**src/rtl/uart_rx_frame.sv**
```systemverilog
// UART receive engine: self-timed start detection, DATA_WIDTH data bits, optional parity, STOP_BITS stop bits.
// Define UART_RX_MAJORITY_EN for 2-of-3 majority sampling around mid-bit; default is a single mid-bit sample.
module uart_rx_frame #(
  parameter int unsigned DATA_WIDTH = 8,
  parameter int unsigned PRESCALE   = 16,
  parameter int unsigned STOP_BITS  = 1
) (
  input  logic                  clk,
  input  logic                  rst,
  input  logic                  rx_in,
  input  logic                  par_en,
  input  logic                  par_typ,
  output logic [DATA_WIDTH-1:0] p_data,
  output logic                  data_valid,
  output logic                  par_error,
  output logic                  stop_error,
  output logic                  busy
);

  localparam int unsigned CW = $clog2(PRESCALE);
  localparam int unsigned BW = $clog2(DATA_WIDTH);

  localparam logic [CW-1:0] S_CNT     = CW'(PRESCALE / 2);
  localparam logic [CW-1:0] LAST_CNT  = CW'(PRESCALE - 1);
  localparam logic [BW-1:0] LAST_DATA = BW'(DATA_WIDTH - 1);
  localparam logic [BW-1:0] LAST_STOP = BW'(STOP_BITS - 1);

  typedef enum logic [2:0] {
    IDLE,
    START,
    DATA,
    PARITY,
    STOP,
    WAIT_HIGH
  } state_t;

  state_t                  state;
  logic [CW-1:0]           edge_cnt;
  logic [BW-1:0]           bit_cnt;
  logic [DATA_WIDTH-1:0]   shift;
  logic                    par_en_q;
  logic                    par_typ_q;
  logic                    par_flag;
  logic                    stop_flag;
  logic                    armed;

  logic                    bit_val;
  logic                    at_dec;
  logic                    last_edge;
  logic [CW-1:0]           edge_nxt;
  logic                    frame_stop_err;

`ifdef UART_RX_MAJORITY_EN
  localparam logic [CW-1:0] DEC_CNT = CW'(PRESCALE / 2 + 1);

  logic [1:0] smp;

  // smp[0]/smp[1] hold the S-1 and S samples; the live line is the third vote at S+1.
  always_ff @(posedge clk or negedge rst) begin
    if (!rst) begin
      smp <= '0;
    end else begin
      if (edge_cnt == S_CNT - CW'(1)) smp[0] <= rx_in;
      if (edge_cnt == S_CNT)          smp[1] <= rx_in;
    end
  end

  assign bit_val = (smp[0] & smp[1]) | (smp[0] & rx_in) | (smp[1] & rx_in);
`else
  localparam logic [CW-1:0] DEC_CNT = S_CNT;

  assign bit_val = rx_in;
`endif

  assign at_dec         = (edge_cnt == DEC_CNT);
  assign last_edge      = (edge_cnt == LAST_CNT);
  assign edge_nxt       = last_edge ? '0 : edge_cnt + CW'(1);
  assign frame_stop_err = stop_flag | ~bit_val;

  always_ff @(posedge clk or negedge rst) begin
    if (!rst) begin
      state      <= IDLE;
      edge_cnt   <= '0;
      bit_cnt    <= '0;
      shift      <= '0;
      par_en_q   <= 1'b0;
      par_typ_q  <= 1'b0;
      par_flag   <= 1'b0;
      stop_flag  <= 1'b0;
      armed      <= 1'b1;
      p_data     <= '0;
      data_valid <= 1'b0;
      par_error  <= 1'b0;
      stop_error <= 1'b0;
      busy       <= 1'b0;
    end else begin
      data_valid <= 1'b0;
      case (state)
        IDLE: begin
          edge_cnt <= '0;
          if (armed && !rx_in) begin
            state     <= START;
            busy      <= 1'b1;
            bit_cnt   <= '0;
            par_en_q  <= par_en;
            par_typ_q <= par_typ;
            par_flag  <= 1'b0;
            stop_flag <= 1'b0;
          end
        end

        START: begin
          edge_cnt <= edge_nxt;
          if (at_dec && bit_val) begin
            state <= IDLE;
            busy  <= 1'b0;
          end else if (last_edge) begin
            state <= DATA;
          end
        end

        DATA: begin
          edge_cnt <= edge_nxt;
          if (at_dec) shift <= {bit_val, shift[DATA_WIDTH-1:1]};
          if (last_edge) begin
            if (bit_cnt == LAST_DATA) begin
              bit_cnt <= '0;
              state   <= par_en_q ? PARITY : STOP;
            end else begin
              bit_cnt <= bit_cnt + BW'(1);
            end
          end
        end

        PARITY: begin
          edge_cnt <= edge_nxt;
          if (at_dec) par_flag <= bit_val ^ (^shift) ^ par_typ_q;
          if (last_edge) state <= STOP;
        end

        STOP: begin
          edge_cnt <= edge_nxt;
          if (at_dec) begin
            if (bit_cnt == LAST_STOP) begin
              // Frame closes mid-stop-bit so the next start edge is caught early.
              p_data     <= shift;
              par_error  <= par_flag;
              stop_error <= frame_stop_err;
              data_valid <= 1'b1;
              busy       <= 1'b0;
              armed      <= ~frame_stop_err;
              state      <= frame_stop_err ? WAIT_HIGH : IDLE;
            end else begin
              stop_flag <= frame_stop_err;
            end
          end
          if (last_edge) bit_cnt <= bit_cnt + BW'(1);
        end

        WAIT_HIGH: begin
          edge_cnt <= '0;
          if (rx_in) begin
            armed <= 1'b1;
            state <= IDLE;
          end
        end

        default: begin
          state    <= IDLE;
          edge_cnt <= '0;
          busy     <= 1'b0;
        end
      endcase
    end
  end

endmodule

```
**config.mk**
```make
export PLATFORM = sky130hd
export DESIGN_NAME = uart_rx_frame
export DESIGN_NICKNAME = d
export VERILOG_FILES = /design/src/rtl/uart_rx_frame.sv
export SDC_FILE = /design/constraint.sdc
export NUM_CORES = 1
export LEC_CHECK = 0
export ABC_AREA = 1
export CAP_MARGIN = 30
export CELL_PAD_IN_SITES_DETAIL_PLACEMENT = 2
export CELL_PAD_IN_SITES_GLOBAL_PLACEMENT = 2
export CORE_MARGIN = 1.5
export CORE_UTILIZATION = 36
export CTS_BUF_LIST = sky130_fd_sc_hd__clkbuf_16
export DETAILED_ROUTE_END_ITERATION = 16
export PLACE_DENSITY_LB_ADDON = 0.15
export SKIP_LAST_GASP = 1
export SLEW_MARGIN = 0
export SYNTH_ARGS = -nofsm -noshare
export SYNTH_HDL_FRONTEND = slang
export SYNTH_SLANG_ARGS = --single-unit
export TNS_END_PERCENT = 20
```
**constraint.sdc**
```tcl
create_clock -name clk -period 4 [get_ports clk]
set_input_delay 0.8 -clock clk [delete_from_list [all_inputs] [get_ports clk]]
set_output_delay 0.8 -clock clk [all_outputs]
set_load 0.01 [all_outputs]
```
== After elaboration in Yosys (flattened, before gate mapping) ==
Cells that the tools add are included.

* Register bits after elaboration: 35
* Bits of input ports: 5
* Output and inout port bits: 12
* Word-level logic and storage cells: 100

* Add/subtract/negate cells: 2
* Equality and inequality tests: 20
* Muxes and demuxes: 37
* Bitwise operators: 6
* Reduce and logical (&&, ||, !) cells: 21

{| class="wikitable"
|+ Operators with widths
! operator !! number
|-
| $mux 3 || 15
|-
| $ne 2x2->1 const B || 11
|-
| $pmux 3 s6 || 1
|-
| $mux 1 || 14
|-
| $reduce_and 4->1 || 3
|-
| $eq 3x3->1 const B || 3
|-
| $pmux 3 s3 || 1
|-
| $eq 4x4->1 const B || 2
|-
| $mux 4 || 2
|-
| $reduce_and 8->1 || 1
|-
| $reduce_xor 8->1 || 1
|-
| $eq 3x2->1 const B || 2
|-
| $logic_not 3->1 || 2
|-
| $pmux 1 s2 || 3
|-
| $reduce_and 3->1 || 2
|-
| $reduce_bool 2->1 || 3
|-
| $reduce_and 5->1 || 1
|-
| $add 4x1->4 const B || 1
|-
| $pmux 1 s4 || 1
|-
| $reduce_and 2->1 || 2
|-
| $reduce_or 4->1 || 1
|-
| $add 3x1->3 const B || 1
|-
| $eq 3x1->1 const B || 1
|-
| $ne 3x3->1 const B || 1
|-
| other kinds (7) || 11
|}

== Logic depth before layout (Yosys ltp) ==
Gate-level depths: netlist (run 1).

* Depth after elaboration: 6
* Depth in mapped cells: 12
* Depth with buffers taken out: 12

== Worst setup path before layout (run 1) ==
OpenSTA, ideal clock, no wires.

* Path kind: input to register
* Start point: in rx_in
* End point: reg state[2]
* Setup time: 0.123 ns
* Arrival: 1.389 ns
* Data required time: 3.877 ns
* Setup slack: 2.488 ns
* Stages on the path: 6
* Buffers on the path: 0
* Path through: inv_1 -> or2_2 -> nand2_1 -> o21ai_0 -> nand2_1 -> nand2_1

* Word-level cells in the longest chain between the ends: 6
* Elaborated cells on any way between the ends: 14
* Those cells by class: eq/ne: 3; mux: 5; bitwise: 2; reduce/logical: 4

{| class="wikitable"
|+ RTL lines
! item !! line !! text
|-
| start, declared || 10 || <nowiki>input logic rx_in,</nowiki>
|-
| $not 1->1 || 78 || <nowiki>assign frame_stop_err = stop_flag | ~bit_val;</nowiki>
|-
| $or 1x1->1 || 78 ||
|-
| $mux 3 || 152 || <nowiki>state <= frame_stop_err ? WAIT_HIGH : IDLE;</nowiki>
|-
| $mux 3 || 144 || <nowiki>if (bit_cnt == LAST_STOP) begin</nowiki>
|-
| $mux 3 || 143 || <nowiki>if (at_dec) begin</nowiki>
|-
| $pmux 3 s6 || 98 || <nowiki>case (state)</nowiki>
|-
| end signal, assigned || 128 || <nowiki>state <= par_en_q ? PARITY : STOP;</nowiki>
|-
| end signal, assigned || 152 ||
|-
| end, declared || 37 || <nowiki>state_t state;</nowiki>
|}

Parallel ways exist; a longest one is shown, timed or not. The select of a mux whose other input is x is not followed.
A chain may end at the register's enable or synchronous reset.

== Worst setup path in the final report (run 1) ==
Ends and elaborated chain as after synthesis.

==> qor.csv, run 1 <==
metric,value,unit
drtIter0Drc,104,
htree_levels,2,
worstMarginPinSlew,464.1,ps
maxCapViolations,0,
die-area,0.005583,mm2
n_fill_cell,554,
finalSetupTns,0,ps
final_cell_count_no_fill,321,
die_y,74.72,um
hp-class,reg2reg,
wl_met3,103,um
num_rows,25,
grt_pass1_vias,1750,
met2_length,2.752,mm
hold_violations,0,
grt_pass1_wl,8.852,mm
cpMaxStageDelayCell,clkdlybuf4s50_1,
layout_common_cells,"nand2_1 (84), dfrtp_1 (34), inv_1 (26), o21ai_0 (17), clkdlybuf4s50_1 (16)",
multi_input_area,848.3,um2
crit_fanout,5,
ys_types,28,
yosysSeqAreaShare,47.36,%
grt_setup_unrepaired,false,
met1Wirelength,2.336,mm
min_period_over_period,50.65,%
dp.cells,313,
status,completed,
topRoutingLayerUsed,met4,
max-vdd-ir-drop,0.0002625,V
port_buffers,16,
cts_setup_buffers,0,
utilization,46.43,%
cts_tree,done,
grt_max_degree,36,
via_per_inst,4.978,
critical_path_class,in2reg,
fin_crit,2026,ps
seqCellArea,877.1,um2
crit_chain,clkdlybuf4s50_1 > inv_1 > or2_2 > nand2_1 > o21ai_0 > nand2_1 > nand2_1,
post_synth_main_area_contributors,"dfrtp_1 (46%), nand2_1 (17%), inv_1 (5.3%)",
layout_commonest_cell,nand2_1,
end_kind,register,
place_congestion,0.7741,
area_growth,21.55,%
synth_top_cell_area_share,45.95,%
clk_pin_slew_worst_paths,60,ps
initial_utilization,38.19,%
start_kind,input pin,
clk_latency,280,ps
drv_slew,0,
die_w,74.72,um
fin_nets,263,
core,0.004848,mm2
synth.avg_cell_area,8.016,um2
syn_nets,241,
antenna_found_initial,0,
syn_area,0.001852,mm2
critPathMostFrequentCell,nand2_1,
synth-warning-count,0,
postRouteAntennaNets,0,
routed_wl,5.256,mm
drc,0,
ios,17,
grt_usage,21.65,%
cts_buffer_depth,2,
setup_viol,0,
fin_skew,7.143,ps
synth-seq-cells,35,
hpwl,3.710,mm
firstDrtPassIters,4,
clock_sinks,35,
power,1371,uW
insertedDiodeCount,0,
required,4160,ps
leakage,0.001118,uW
wire_per_inst,16.37,um
grt_overflow_total,0,
postCtsResizedCells,0,
fmax,493.6,MHz
pwr_density_cell,609.3,mW/mm2
relSlewSlack,69.06,%
arrival,2190,ps
layout-drive-gt1-share,14.57,%
slowest_delay,580,ps
root_buffer,clkbuf_16,
cts_hold_buf,0,
cts_made_buffers,5,
synth_top_area_cell,dfrtp_1,
syn_inst,231,
vias,1598,
## path summary, 6_finish.rpt
kind | cells after the start | endpoint | startpoint | slack (ps)
min | 2 | p_data[1] | p_data[1] | 490
max | 7 | state[2] | rx_in | 1970
max in group asynchronous | 2 | armed | rst | 2710
max reg2reg | 11 | state[2] | edge_cnt[0] | 2230
min in group asynchronous | 2 | shift[1] | rst | 940
min reg2reg | 2 | p_data[1] | p_data[1] | 490
## critical path, delay by kind of cell
family,cells,cell delay (ps)
compound gates,1,110
buf+inv,2,710
simple gates,4,560
## metal layers
| metal | vias to the layer above | track usage, % |
|---|---|---|
| met4 | 0 | 6.667 |
| met5 | - | 0 |
| met3 | 6 | 4.016 |
| met2 | 15 | 38.79 |
| met1 | 809 | 26.38 |
| li1 | 768 | - |
## area by class of cell
type | count | area share [%]
Clock buffer | 5 | 5.559
Tap cell | 67 | 3.724
Sequential cell | 35 | 38.97
Timing Repair Buffer | 17 | 7.449
Multi-Input combinational cell | 165 | 37.69
Clock inverter | 3 | 1.723
Inverter | 29 | 4.892
## kinds of logic (layout without fill, tap and decap cells)
group / after synthesis / count (layout) / synth area share, %
compound gates: 33 / 33 / 11.01
xor+xnor: 2 / 2 / 0.9461
fa+ha+maj: 5 / 5 / 3.378
buf+inv: 31 / 54 / 6.824
flops: 35 / 35 / 47.37
simple gates: 125 / 125 / 30.47
## flip-flops by register name (all words and copies together), names as in the netlist, 3 cells and up
name / flops
bit_cnt: 3
p_data: 8
edge_cnt: 4
shift: 8
state: 3
## per-stage QoR
step                instance area, um2  worst slack (ps)  hold slack (ps)
CTS                               2251              1975            487.3
finish                            2251              1974            485.2
detailed placement                2087              1690            472.3
floorplan                         1852              2488            442.0
global placement                  2087              1787            462.8
global route                      2251              1877            503.3
## synthesized netlist by cell type, drive strengths merged
| cell type | n |
|---|---|
| a21oi | 5 |
| buf | 2 |
| clkinv | 1 |
| dfrtp | 34 |
| dfstp | 1 |
| ha | 5 |
| inv | 28 |
| nand2 | 91 |
| nand3 | 5 |
| nand3b | 2 |
| nand4 | 2 |
| nor2 | 19 |
| nor3 | 4 |
| nor3b | 1 |
| o21ai | 27 |
| o22ai | 1 |
| or2 | 1 |
| xnor2 | 1 |
| xor2 | 1 |
## where the power goes
group          leakage, uW  switching (uW)  total (uW)  internal [uW]
clock network    0.0000812             149         439            290
logic             0.000573             292         441            149
registers         0.000464            74.6         491            416
No activity file was read; power rests on OpenSTA's default activity.
==> run 2, diff against run 1 <==
Settings changed: CORE_UTILIZATION 36 to 34.
Clock period 4 ns to 1.9 ns, I/O delays scaled along.
==> qor.csv, run 2 (synthesized netlist as in run 1, its figures left out) <==
metric,value,unit
n_fill_cell,600,
reg2reg_depth,11,
maxCapViolations,0,
cts_made_buffers,5,
layout_common_cells,"nand2_1 (84), dfrtp_1 (34), inv_1 (26), o21ai_0 (17), clkdlybuf4s50_1 (15)",
setup_viol,0,
via_per_inst,4.840,
grt_usage,18.13,%
cts_tree,done,
hpwl,3.414,mm
critical_path_class,reg2reg,
postCtsResizedCells,0,
layout-drive-gt1-share,15.63,%
vias,1578,
final_cell_count_no_fill,326,
initial_utilization,35.80,%
swShare,38.45,%
die_w,76.80,um
insertedDiodeCount,0,
critPathMostFrequentCell,nand2_1,
r2r_slack,200,ps
drtIter0Drc,27,
drv_slew,0,
hold_violations,0,
slowest_delay,390,ps
cts_buffer_depth,2,
cts_setup_buffers,0,
max-vdd-ir-drop,0.0005581,V
r2r-start,edge_cnt[0],
min_period_over_period,89.54,%
grt_overflow_total,0,
cpMaxStageDelayCell,dfrtp_1,
internal-power,1689,uW
clock_sinks,35,
port_buffers,16,
busiest_layer,met2,
fin_nets,266,
routed_wl,4.728,mm
clk_latency,280,ps
seqCellArea,877.1,um2
status,completed,
ios,17,
htree_levels,2,
core,0.005172,mm2
crit_family,simple AND/OR/NAND/NOR gates,
grt_pass1_vias,1781,
grt_use_met1,21.19,%
reg_top3,"p_data (8), shift (8), edge_cnt (4)",
power,2744,uW
p_switching,1055,uW
firstDrtPassIters,2,
postRouteAntennaNets,0,
num_rows,26,
met2_usage,33.10,%
place_congestion,0.7524,
drc,0,
cp_num_buf_inv,1,
power_frac_clock,28.6,%
layout_commonest_cell,nand2_1,
leakage,0.001124,uW
fmax,587.8,MHz
area_growth,21.76,%
required,2070,ps
regToRegEndpoint,state[1],
relSlewSlack,68.81,%
crit_chain,inv_1 > ha_1 > nand2_1 > nor2_4 > nand2_1 > nand2_1 > nand2_1 > nand2_1 > nand2_2 > o21ai_0 > nand2_1,
finalSetupTns,0,ps
clk_pin_slew_worst_paths,60,ps
antenna_found_initial,0,
die-area,0.005898,mm2
fin_crit,1701,ps
grt_util_met3,3.929,%
grt_max_degree,20,
worstMarginPinSlew,467.9,ps
pwr-share-seq,36.5,%
arrival,1870,ps
start_kind,register,
multi_input_area,848.3,um2
pwr_density_cell,1217,mW/mm2
grt_setup_unrepaired,false,
wire_per_inst,14.50,um
dp.cells,319,
p_comb_share,34.9,%
crit_fanout,4,
grt_pass1_wl,8.390,mm
end_kind,register,
hp-class,in2async,
cts_hold_buf,0,
die_y,76.80,um
root_buffer,clkbuf_16,
fin_skew,8.857,ps
==> run 2: worst register-to-register path, cell delays in order (launching register included) <==
cell     delay [ps]
dfrtp_1         390
inv_1            90
ha_1            150
nand2_1         110
nor2_4          180
nand2_1          80
nand2_1         110
nand2_1          70
nand2_1          70
nand2_2          90
o21ai_0         190
nand2_1          70
==> run 2: how the worst max path moves through the flow <==
stage / start / to / slack, ps / cells after the start
floorplan: edge_cnt[0] / state[0] / 450 / 11
global placement: rx_in / state[1] / 190 / 9
detailed placement: rx_in / state[1] / 120 / 9
CTS: edge_cnt[0] / state[1] / 180 / 11
global route: edge_cnt[0] / state[1] / 20 / 11
finish: edge_cnt[0] / state[1] / 200 / 11
==> run 2: per-layer routing <==
layer / wire length [um] / up-vias
met5: 0 / -
met1: 2069 / 786
met4: 59 / 0
li1: - / 771
met3: 104 / 6
met2: 2494 / 15
==> run 2: power by group through the flow <==
stage	combinational, uW	clock, uW	sequential, uW
2_1_floorplan	663	0	999
3_3_place_gp	936	0	1010
3_5_place_dp	951	0	1010
4_1_cts	982	803	1010
5_1_grt	1100	823	1020
6_report	959	784	1000
==> run 2: layout make-up <==
type                            count  area share [%]
Clock buffer                        5           5.549
Clock inverter                      2          0.3885
Inverter                           29           4.883
Multi-Input combinational cell    165           37.62
Sequential cell                    35           38.90
Tap cell                           70           3.885
Timing Repair Buffer               20           8.768
==> run 2: stage by stage <==
step / instance area (um2) / worst slack, ps / hold slack (ps) / utilization [%]
after CTS: 2255 / 177.0 / 64.48 / 43.59
after floorplan: 1852 / 454.2 / 84.41 / -
after detailed placement: 2121 / 116.7 / 362.2 / 41.00
final: 2255 / 198.7 / 47.68 / 43.59
after global routing: 2255 / 20.33 / 80.30 / 43.59
after global placement: 2121 / 187.4 / 344.0 / 41.00
